$ cat config.mk
export PLATFORM = sky130hd
export DESIGN_NAME = tcdm_bank_adapter
export DESIGN_NICKNAME = d
export VERILOG_FILES = /design/src/rtl/tcdm_bank_adapter.sv
export SDC_FILE = /design/constraint.sdc
export NUM_CORES = 1
export LEC_CHECK = 0
export CORE_MARGIN = 4
export CORE_UTILIZATION = 44
export DETAILED_ROUTE_END_ITERATION = 10
export PLACE_DENSITY = 0.79
export SLEW_MARGIN = 20
export SYNTH_ARGS = -nofsm -noshare
export SYNTH_HDL_FRONTEND = slang
export SYNTH_SLANG_ARGS = --single-unit
$ cat constraint.sdc
create_clock -name clk_i -period 4.6 [get_ports clk_i]
set_input_delay 0.92 -clock clk_i [delete_from_list [all_inputs] [get_ports clk_i]]
set_output_delay 0.92 -clock clk_i [all_outputs]
set_load 0.1 [all_outputs]
$ cat src/rtl/tcdm_bank_adapter.sv
`default_nettype none
// ============================================================================
// Module   : tcdm_bank_adapter
// Purpose  : Bridges a TCDM request/response channel onto a single-port SRAM
//            bank, buffering read responses in a credit-guarded FIFO.
//            Optional LR/SC reservation logic: define TCDM_ADAPTER_LRSC_EN.
// Revision : 1.0 - initial release
// ============================================================================

package tcdm_bank_adapter_pkg;

  typedef struct packed {
    logic [31:0] data;
    logic [3:0]  amo;
    logic [7:0]  meta_id;
    logic [7:0]  core_id;
  } tcdm_payload_t;

  typedef struct packed {
    tcdm_payload_t wdata;
    logic          wen;
    logic [3:0]    be;
    logic [31:0]   tgt_addr;
    logic [7:0]    ini_addr;
  } tcdm_slave_req_t;

  typedef struct packed {
    tcdm_payload_t rdata;
    logic [7:0]    ini_addr;
  } tcdm_slave_resp_t;

  localparam logic [3:0] c_amo_lr = 4'hA;
  localparam logic [3:0] c_amo_sc = 4'hB;

endpackage

module tcdm_bank_adapter
  import tcdm_bank_adapter_pkg::*;
#(
  parameter int unsigned AddrMemWidth = 8,
  parameter int unsigned RespDepth    = 2
) (
  input  logic                    clk_i,
  input  logic                    rst_i,
  input  logic                    in_valid_i,
  output logic                    in_ready_o,
  input  tcdm_slave_req_t         in_req_i,
  output logic                    out_valid_o,
  input  logic                    out_ready_i,
  output tcdm_slave_resp_t        out_resp_o,
  output logic                    bank_req_o,
  output logic                    bank_we_o,
  output logic [AddrMemWidth-1:0] bank_addr_o,
  output logic [31:0]             bank_wdata_o,
  output logic [3:0]              bank_be_o,
  input  logic [31:0]             bank_rdata_i
);

  localparam int unsigned       c_cnt_w = $clog2(RespDepth + 1);
  localparam int unsigned       c_ptr_w = (RespDepth > 1) ? $clog2(RespDepth) : 1;
  localparam logic [c_cnt_w-1:0] c_depth = c_cnt_w'(RespDepth);
  localparam logic [c_ptr_w-1:0] c_last  = c_ptr_w'(RespDepth - 1);

  logic [c_cnt_w-1:0]    credits;
  logic [c_cnt_w-1:0]    fifo_cnt;
  logic [c_ptr_w-1:0]    rd_ptr;
  logic [c_ptr_w-1:0]    wr_ptr;
  tcdm_slave_resp_t      mem [RespDepth];
  logic                  pipe_valid;
  tcdm_slave_resp_t      pipe_meta;
  tcdm_slave_resp_t      pipe_entry;
  logic                  fifo_empty;
  logic                  drain;
  logic                  push;
  logic                  pop;
  logic                  accept;
  logic                  take_credit;
  logic                  write_en;
  logic                  produces_resp;
  logic [AddrMemWidth-1:0] req_addr;

  assign req_addr = in_req_i.tgt_addr[AddrMemWidth-1:0];

  generate
    if (AddrMemWidth < 32) begin : g_addr_unused
      logic unused_addr_bits;
      assign unused_addr_bits = ^in_req_i.tgt_addr[31:AddrMemWidth];
    end
  endgenerate

`ifdef TCDM_ADAPTER_LRSC_EN
  logic                    res_valid;
  logic [7:0]              res_ini;
  logic [7:0]              res_core;
  logic [AddrMemWidth-1:0] res_addr;
  logic                    is_lr;
  logic                    is_sc;
  logic                    res_addr_hit;
  logic                    sc_ok;
  logic                    pipe_sc;
  logic                    pipe_sc_fail;

  assign is_lr         = (in_req_i.wdata.amo == c_amo_lr);
  assign is_sc         = in_req_i.wen && (in_req_i.wdata.amo == c_amo_sc);
  assign res_addr_hit  = res_valid && (res_addr == req_addr);
  assign sc_ok         = res_addr_hit && (res_ini == in_req_i.ini_addr) &&
                         (res_core == in_req_i.wdata.core_id);
  assign write_en      = in_req_i.wen && !is_lr && (!is_sc || sc_ok);
  assign produces_resp = !in_req_i.wen || is_lr || is_sc;

  always_ff @(posedge clk_i or posedge rst_i) begin
    if (rst_i) begin
      res_valid <= 1'b0;
      res_ini   <= '0;
      res_core  <= '0;
      res_addr  <= '0;
    end else if (accept) begin
      if (is_lr) begin
        res_valid <= 1'b1;
        res_ini   <= in_req_i.ini_addr;
        res_core  <= in_req_i.wdata.core_id;
        res_addr  <= req_addr;
      end else if (is_sc || (in_req_i.wen && res_addr_hit)) begin
        res_valid <= 1'b0;
      end
    end
  end

  always_ff @(posedge clk_i or posedge rst_i) begin
    if (rst_i) begin
      pipe_sc      <= 1'b0;
      pipe_sc_fail <= 1'b0;
    end else if (take_credit) begin
      pipe_sc      <= is_sc;
      pipe_sc_fail <= !sc_ok;
    end
  end

  // SC responses carry the success flag (0 = stored) instead of bank data.
  always_comb begin
    pipe_entry            = pipe_meta;
    pipe_entry.rdata.data = pipe_sc ? {31'b0, pipe_sc_fail} : bank_rdata_i;
  end
`else
  assign write_en      = in_req_i.wen;
  assign produces_resp = !in_req_i.wen;

  always_comb begin
    pipe_entry            = pipe_meta;
    pipe_entry.rdata.data = bank_rdata_i;
  end
`endif

  assign fifo_empty  = (fifo_cnt == '0);
  assign out_valid_o = !fifo_empty || pipe_valid;
  assign out_resp_o  = fifo_empty ? pipe_entry : mem[rd_ptr];
  assign drain       = out_valid_o && out_ready_i;
  assign pop         = drain && !fifo_empty;
  assign push        = pipe_valid && !(fifo_empty && out_ready_i);

  // A response leaving this cycle frees its credit for a same-cycle request.
  assign in_ready_o  = !rst_i && ((credits < c_depth) || drain);
  assign accept      = in_valid_i && in_ready_o;
  assign take_credit = accept && produces_resp;

  assign bank_req_o   = accept;
  assign bank_we_o    = accept && write_en;
  assign bank_addr_o  = accept ? req_addr : '0;
  assign bank_wdata_o = accept ? in_req_i.wdata.data : '0;
  assign bank_be_o    = accept ? in_req_i.be : '0;

  always_ff @(posedge clk_i or posedge rst_i) begin
    if (rst_i) begin
      credits <= '0;
    end else if (take_credit && !drain) begin
      credits <= credits + 1'b1;
    end else if (drain && !take_credit) begin
      credits <= credits - 1'b1;
    end
  end

  always_ff @(posedge clk_i or posedge rst_i) begin
    if (rst_i) begin
      pipe_valid <= 1'b0;
      pipe_meta  <= '0;
    end else begin
      pipe_valid <= take_credit;
      if (take_credit) begin
        pipe_meta.rdata.data    <= '0;
        pipe_meta.rdata.amo     <= in_req_i.wdata.amo;
        pipe_meta.rdata.meta_id <= in_req_i.wdata.meta_id;
        pipe_meta.rdata.core_id <= in_req_i.wdata.core_id;
        pipe_meta.ini_addr      <= in_req_i.ini_addr;
      end
    end
  end

  always_ff @(posedge clk_i or posedge rst_i) begin
    if (rst_i) begin
      fifo_cnt <= '0;
      rd_ptr   <= '0;
      wr_ptr   <= '0;
    end else begin
      if (push) begin
        wr_ptr <= (wr_ptr == c_last) ? '0 : wr_ptr + 1'b1;
      end
      if (pop) begin
        rd_ptr <= (rd_ptr == c_last) ? '0 : rd_ptr + 1'b1;
      end
      if (push && !pop) begin
        fifo_cnt <= fifo_cnt + 1'b1;
      end else if (pop && !push) begin
        fifo_cnt <= fifo_cnt - 1'b1;
      end
    end
  end

  always_ff @(posedge clk_i) begin
    if (push) begin
      mem[wr_ptr] <= pipe_entry;
    end
  end

endmodule

`default_nettype wire

# == Word-level counts from Yosys, hierarchy flattened ==
# Memories as Yosys holds them, arrays and structs flattened.
# Cells that the tools add are included.
# totals
register_bits,35
latch_bits,0
ramBits,120
mem_bits_ro,0
in_bits,133
word_cells,54
mem_count,1
# classes
addsub,6
multipliers,0
div,0
n_lt_le_gt_ge,1
n_eq_ne,0
shift,0
muxes,12
n_bitwise,0
n_reduce_logical,25
# mem_list
name,words,width,rd,rd_ports_with_merged_regs,wr,line_no,source
mem,2,60,1,0,1,68,tcdm_slave_resp_t mem [RespDepth];
# op_table
operator,count
two-way mux 60 bit,1
two-way mux 32 bit,1
logical AND 1 bit,12
zero test 1 bit,8
two-way mux 2 bit,4
two-way mux 8 bit,1
"adder 2 x 1 -> 2 bit, second input constant",2
two-way mux 1 bit,4
two-way mux 4 bit,1
nonzero test 2 bit,2
"subtractor 2 x 1 -> 2 bit, second input constant",2
"adder 1 bit, second input constant",2
zero test 2 bit,1
logical OR 1 bit,2
"less-than comparator 2 bit, second input constant",1

# == Longest topological paths before layout ==
# depth
depth_word,12
ltp_mapped,9
mapped_depth_nobuf,6

# == Worst setup path before layout ==
# OpenSTA, ideal clock, no wires.
# synth_path
kind,input -> output
startpoint,in out_ready_i
endpoint,out bank_addr_o[3]
t_arrival_ns,3.281
required_ns,3.680
setup_slack_ns,0.399
cell_stages,4
n_path_buf,1
path_cell_list,o31ai_4 > a211oi_2 > clkbuf_1 > and2_1
# synth_via
elab_chain_len,5
# synth_lines
element,line_no,source
"start, declared",49,"input logic out_ready_i,"
logical AND 1 bit,157,assign drain = out_valid_o && out_ready_i;
logical OR 1 bit,162,assign in_ready_o = !rst_i && ((credits < c_depth) || drain);
logical AND 1 bit,162,
logical AND 1 bit,163,assign accept = in_valid_i && in_ready_o;
via bank_req_o,51,"output logic bank_req_o,"
two-way mux 8 bit,168,assign bank_addr_o = accept ? req_addr : '0;
"end, declared",53,"output logic [AddrMemWidth-1:0] bank_addr_o,"
# The timed path passes the listed nets, and every way through them passes these cells.

==> flow_summary.json <==
{
  "status": "complete, no violations",
  "required_ns": 3.68,
  "skew_ns": 0.0131,
  "start_kind": "flop",
  "firstDrtPassIters": 4,
  "seqPwrFrac_pct": 30.8,
  "design_area_um2": 9350,
  "ys_seq_elements": 155,
  "p_int_mw": 3.48,
  "yosysTopAreaCell": "edfxtp_1",
  "htree_levels": 4,
  "viasPerCell": 5.01,
  "final_common_cell": "clkdlybuf4s50_1",
  "drtIter0Drc": 245,
  "final_layout_size_suffix_gt1_share_pct": 23.5,
  "clkPwrFrac_pct": 21.8,
  "grt_pass1_vias": 4540,
  "slew_viol_final": 0,
  "postCtsHoldBufs": 0,
  "die_h_um": 131,
  "route.met2.wl_um": 7450,
  "placed_area_um2": 8740,
  "syn-instance-count": 468,
  "cts_root_buffer": "clkbuf_16",
  "wl_met1_um": 5860,
  "yosys_warnings": 0,
  "die_w_um": 131,
  "vdd_drop_max_v": 0.000346,
  "antenna_found_initial": 0,
  "power_switching_mw": 2.99,
  "cts_buffer_depth": 2,
  "clk_pin_slew_worst_paths_ns": 0.06,
  "cp_slowest_cell": "clkdlybuf4s50_1",
  "synth_edf_count": 120,
  "finalCritPeriodShare_pct": 82.6,
  "slowest_delay_ns": 1.18,
  "cts_setup_buffers": 0,
  "n_fill_cell": 1093,
  "vias": 4395,
  "cts_resized": 0,
  "ys_seq_area_share_pct": 67.8,
  "grt_max_degree": 80,
  "timing.hold.worst.class": "reg -> reg",
  "finish.utilization_pct": 63.9,
  "power_leakage_nw": 3.71,
  "start_util_pct": 45.1,
  "grt_pass1_wl_um": 22700,
  "ys_types": 27,
  "drc_errors": 0,
  "cts_sinks": 155,
  "fin_tns_setup_ns": 0,
  "gp_congestion": 0.787,
  "maxCapViolations": 0,
  "rsz0062_at_grt": "no",
  "async_flop_share_pct": 22.6,
  "pwr-share-comb_pct": 47.4,
  "wl_per_cell_um": 16.6,
  "hold_viol": 0,
  "setup_viol": 0,
  "fin_nets": 814,
  "clkLatencyLatePin_ns": 0.42,
  "antenna_cells": 0,
  "dpl.hpwl_um": 10100,
  "criticalPathCategory": "reg -> out",
  "crit_chain": "or2_4 -> nor2_1 -> a21oi_1 -> clkdlybuf4s50_1",
  "gr-usage-all-layers_pct": 17.3,
  "worst_pin_slew_ns": 0.994,
  "pwr_density_cell_nw_per_um2": 691,
  "cp-end-kind": "primary output",
  "period_needed_ns": 3.80,
  "ant_nets": 0,
  "cpLargestDelayFamily": "buffers and inverters",
  "multiInputGateArea_um2": 1990,
  "path_max_fanout": 44,
  "cp.arrival_ns": 2.88,
  "avgSynthCellArea_um2": 14.1,
  "ios": 241,
  "synth_area_um2": 6600,
  "coreArea_um2": 14600,
  "io_buffer_count": 216,
  "slew_headroom_pct": 33.5,
  "overflow": 0,
  "cts_made_buffers": 17,
  "wl_um": 14600,
  "rows": 44,
  "synthFlopType": "edfxtp_1",
  "wl_met3_um": 1100,
  "top_layer": "met5",
  "power_switching_share_pct": 46.2,
  "synth_area_leaders": "edfxtp_1 55%, dfrtp_1 13%, mux2i_1 9.1%",
  "areaGrowthSynthToFinish_pct": 41.7,
  "cts_tree": "built",
  "fmax_ghz": 0.263,
  "dieArea_um2": 17000,
  "final-seq-area_um2": 4480,
  "final_cell_mix": "127 x clkdlybuf4s50_1, 120 x edfxtp_1, 94 x buf_4, 63 x a21oi_1, 61 x nor2_1",
  "yosysTopAreaCellShare_pct": 54.6,
  "path_buf_inv": 1,
  "syn_nets": 602
}
## metrics by stage
step / setup slack, ns / power [mW] / hold WS, ns / instances
floorplan: 0.399 / 4.40 / 0.461 / 468
global placement: 0.982 / 5.05 / 0.471 / 845
detailed placement: 0.901 / 5.10 / 0.484 / 845
CTS: 0.777 / 6.53 / 0.499 / 877
global route: 0.644 / 6.72 / 0.519 / 877
finish: 0.799 / 6.46 / 0.500 / 877
## cell type report
type | count | share of cell area (%)
Clock inverter | 9 | 1.15
Inverter | 4 | 0.161
Timing Repair Buffer | 223 | 21.6
Multi-Input combinational cell | 279 | 21.3
Clock buffer | 23 | 5.43
Tap cell | 184 | 2.46
Sequential cell | 155 | 47.9
## synthesized netlist by cell type (all sizes together) (3+ instances only)
master,instances
a21oi,63
and2,45
buf,11
clkbuf,19
dfrtp,35
edfxtp,120
inv,4
mux2,28
mux2i,60
nor2,63
o21ai,3
xnor2,3
xor2,3
## routing by layer
metal | GRT usage (%) | vias up
li1 | - | 2110
met1 | 19.9 | 2082
met2 | 30.8 | 186
met3 | 5.41 | 15
met4 | 5.81 | 2
met5 | 0 | -
## state kept, by name, summed over array words and instances, names as in the netlist
signal / count
mem: 120
credits: 2
pipe_entry: 28
pipe_valid: 1
rd_ptr: 1
fifo_cnt: 2
wr_ptr: 1
## path summary, 6_finish.rpt
kind	from	to	slack, ns	cells after the start
worst max-delay path	fifo_cnt[0]$_DFFE_PP0P_	out_resp_o[16]	0.80	4
worst min-delay path	credits[0]$_DFFE_PP0P_	credits[0]$_DFFE_PP0P_	0.50	1
worst max register to register	fifo_cnt[0]$_DFFE_PP0P_	mem[0][42]$_DFFE_PP_	1.85	4
worst min register to register	credits[0]$_DFFE_PP0P_	credits[0]$_DFFE_PP0P_	0.50	1
max in group asynchronous	rst_i	rd_ptr$_DFFE_PP0P_	3.11	3
min in group asynchronous	rst_i	pipe_entry[6]$_DFFE_PP0P_	1.11	3
## power by group through the flow
stage / Combinational [mW] / Sequential (mW) / Clock, mW
finish: 3.06 / 1.99 / 1.41
floorplan: 2.49 / 1.91 / 0
global placement: 3.06 / 1.99 / 0
CTS: 3.09 / 2.00 / 1.45
global route: 3.19 / 2.03 / 1.50
detailed placement: 3.08 / 2.02 / 0
## worst reg2reg max path, stage by stage, from the launching register on
cell	delay (ns)
dfrtp_1	0.52
or2_4	0.48
o21ai_0	0.39
nor2_4	0.68
buf_12	0.33
## cell families after synthesis
family,Yosys count,synth area share (%)
flops,155,67.8
fa+ha+maj,1,0.189
simple gates,114,8.40
mux,88,14.4
compound gates,70,6.05
xor+xnor,6,0.796
buf+inv,34,2.35
Note: power is estimated with default switching activity, not from simulation.
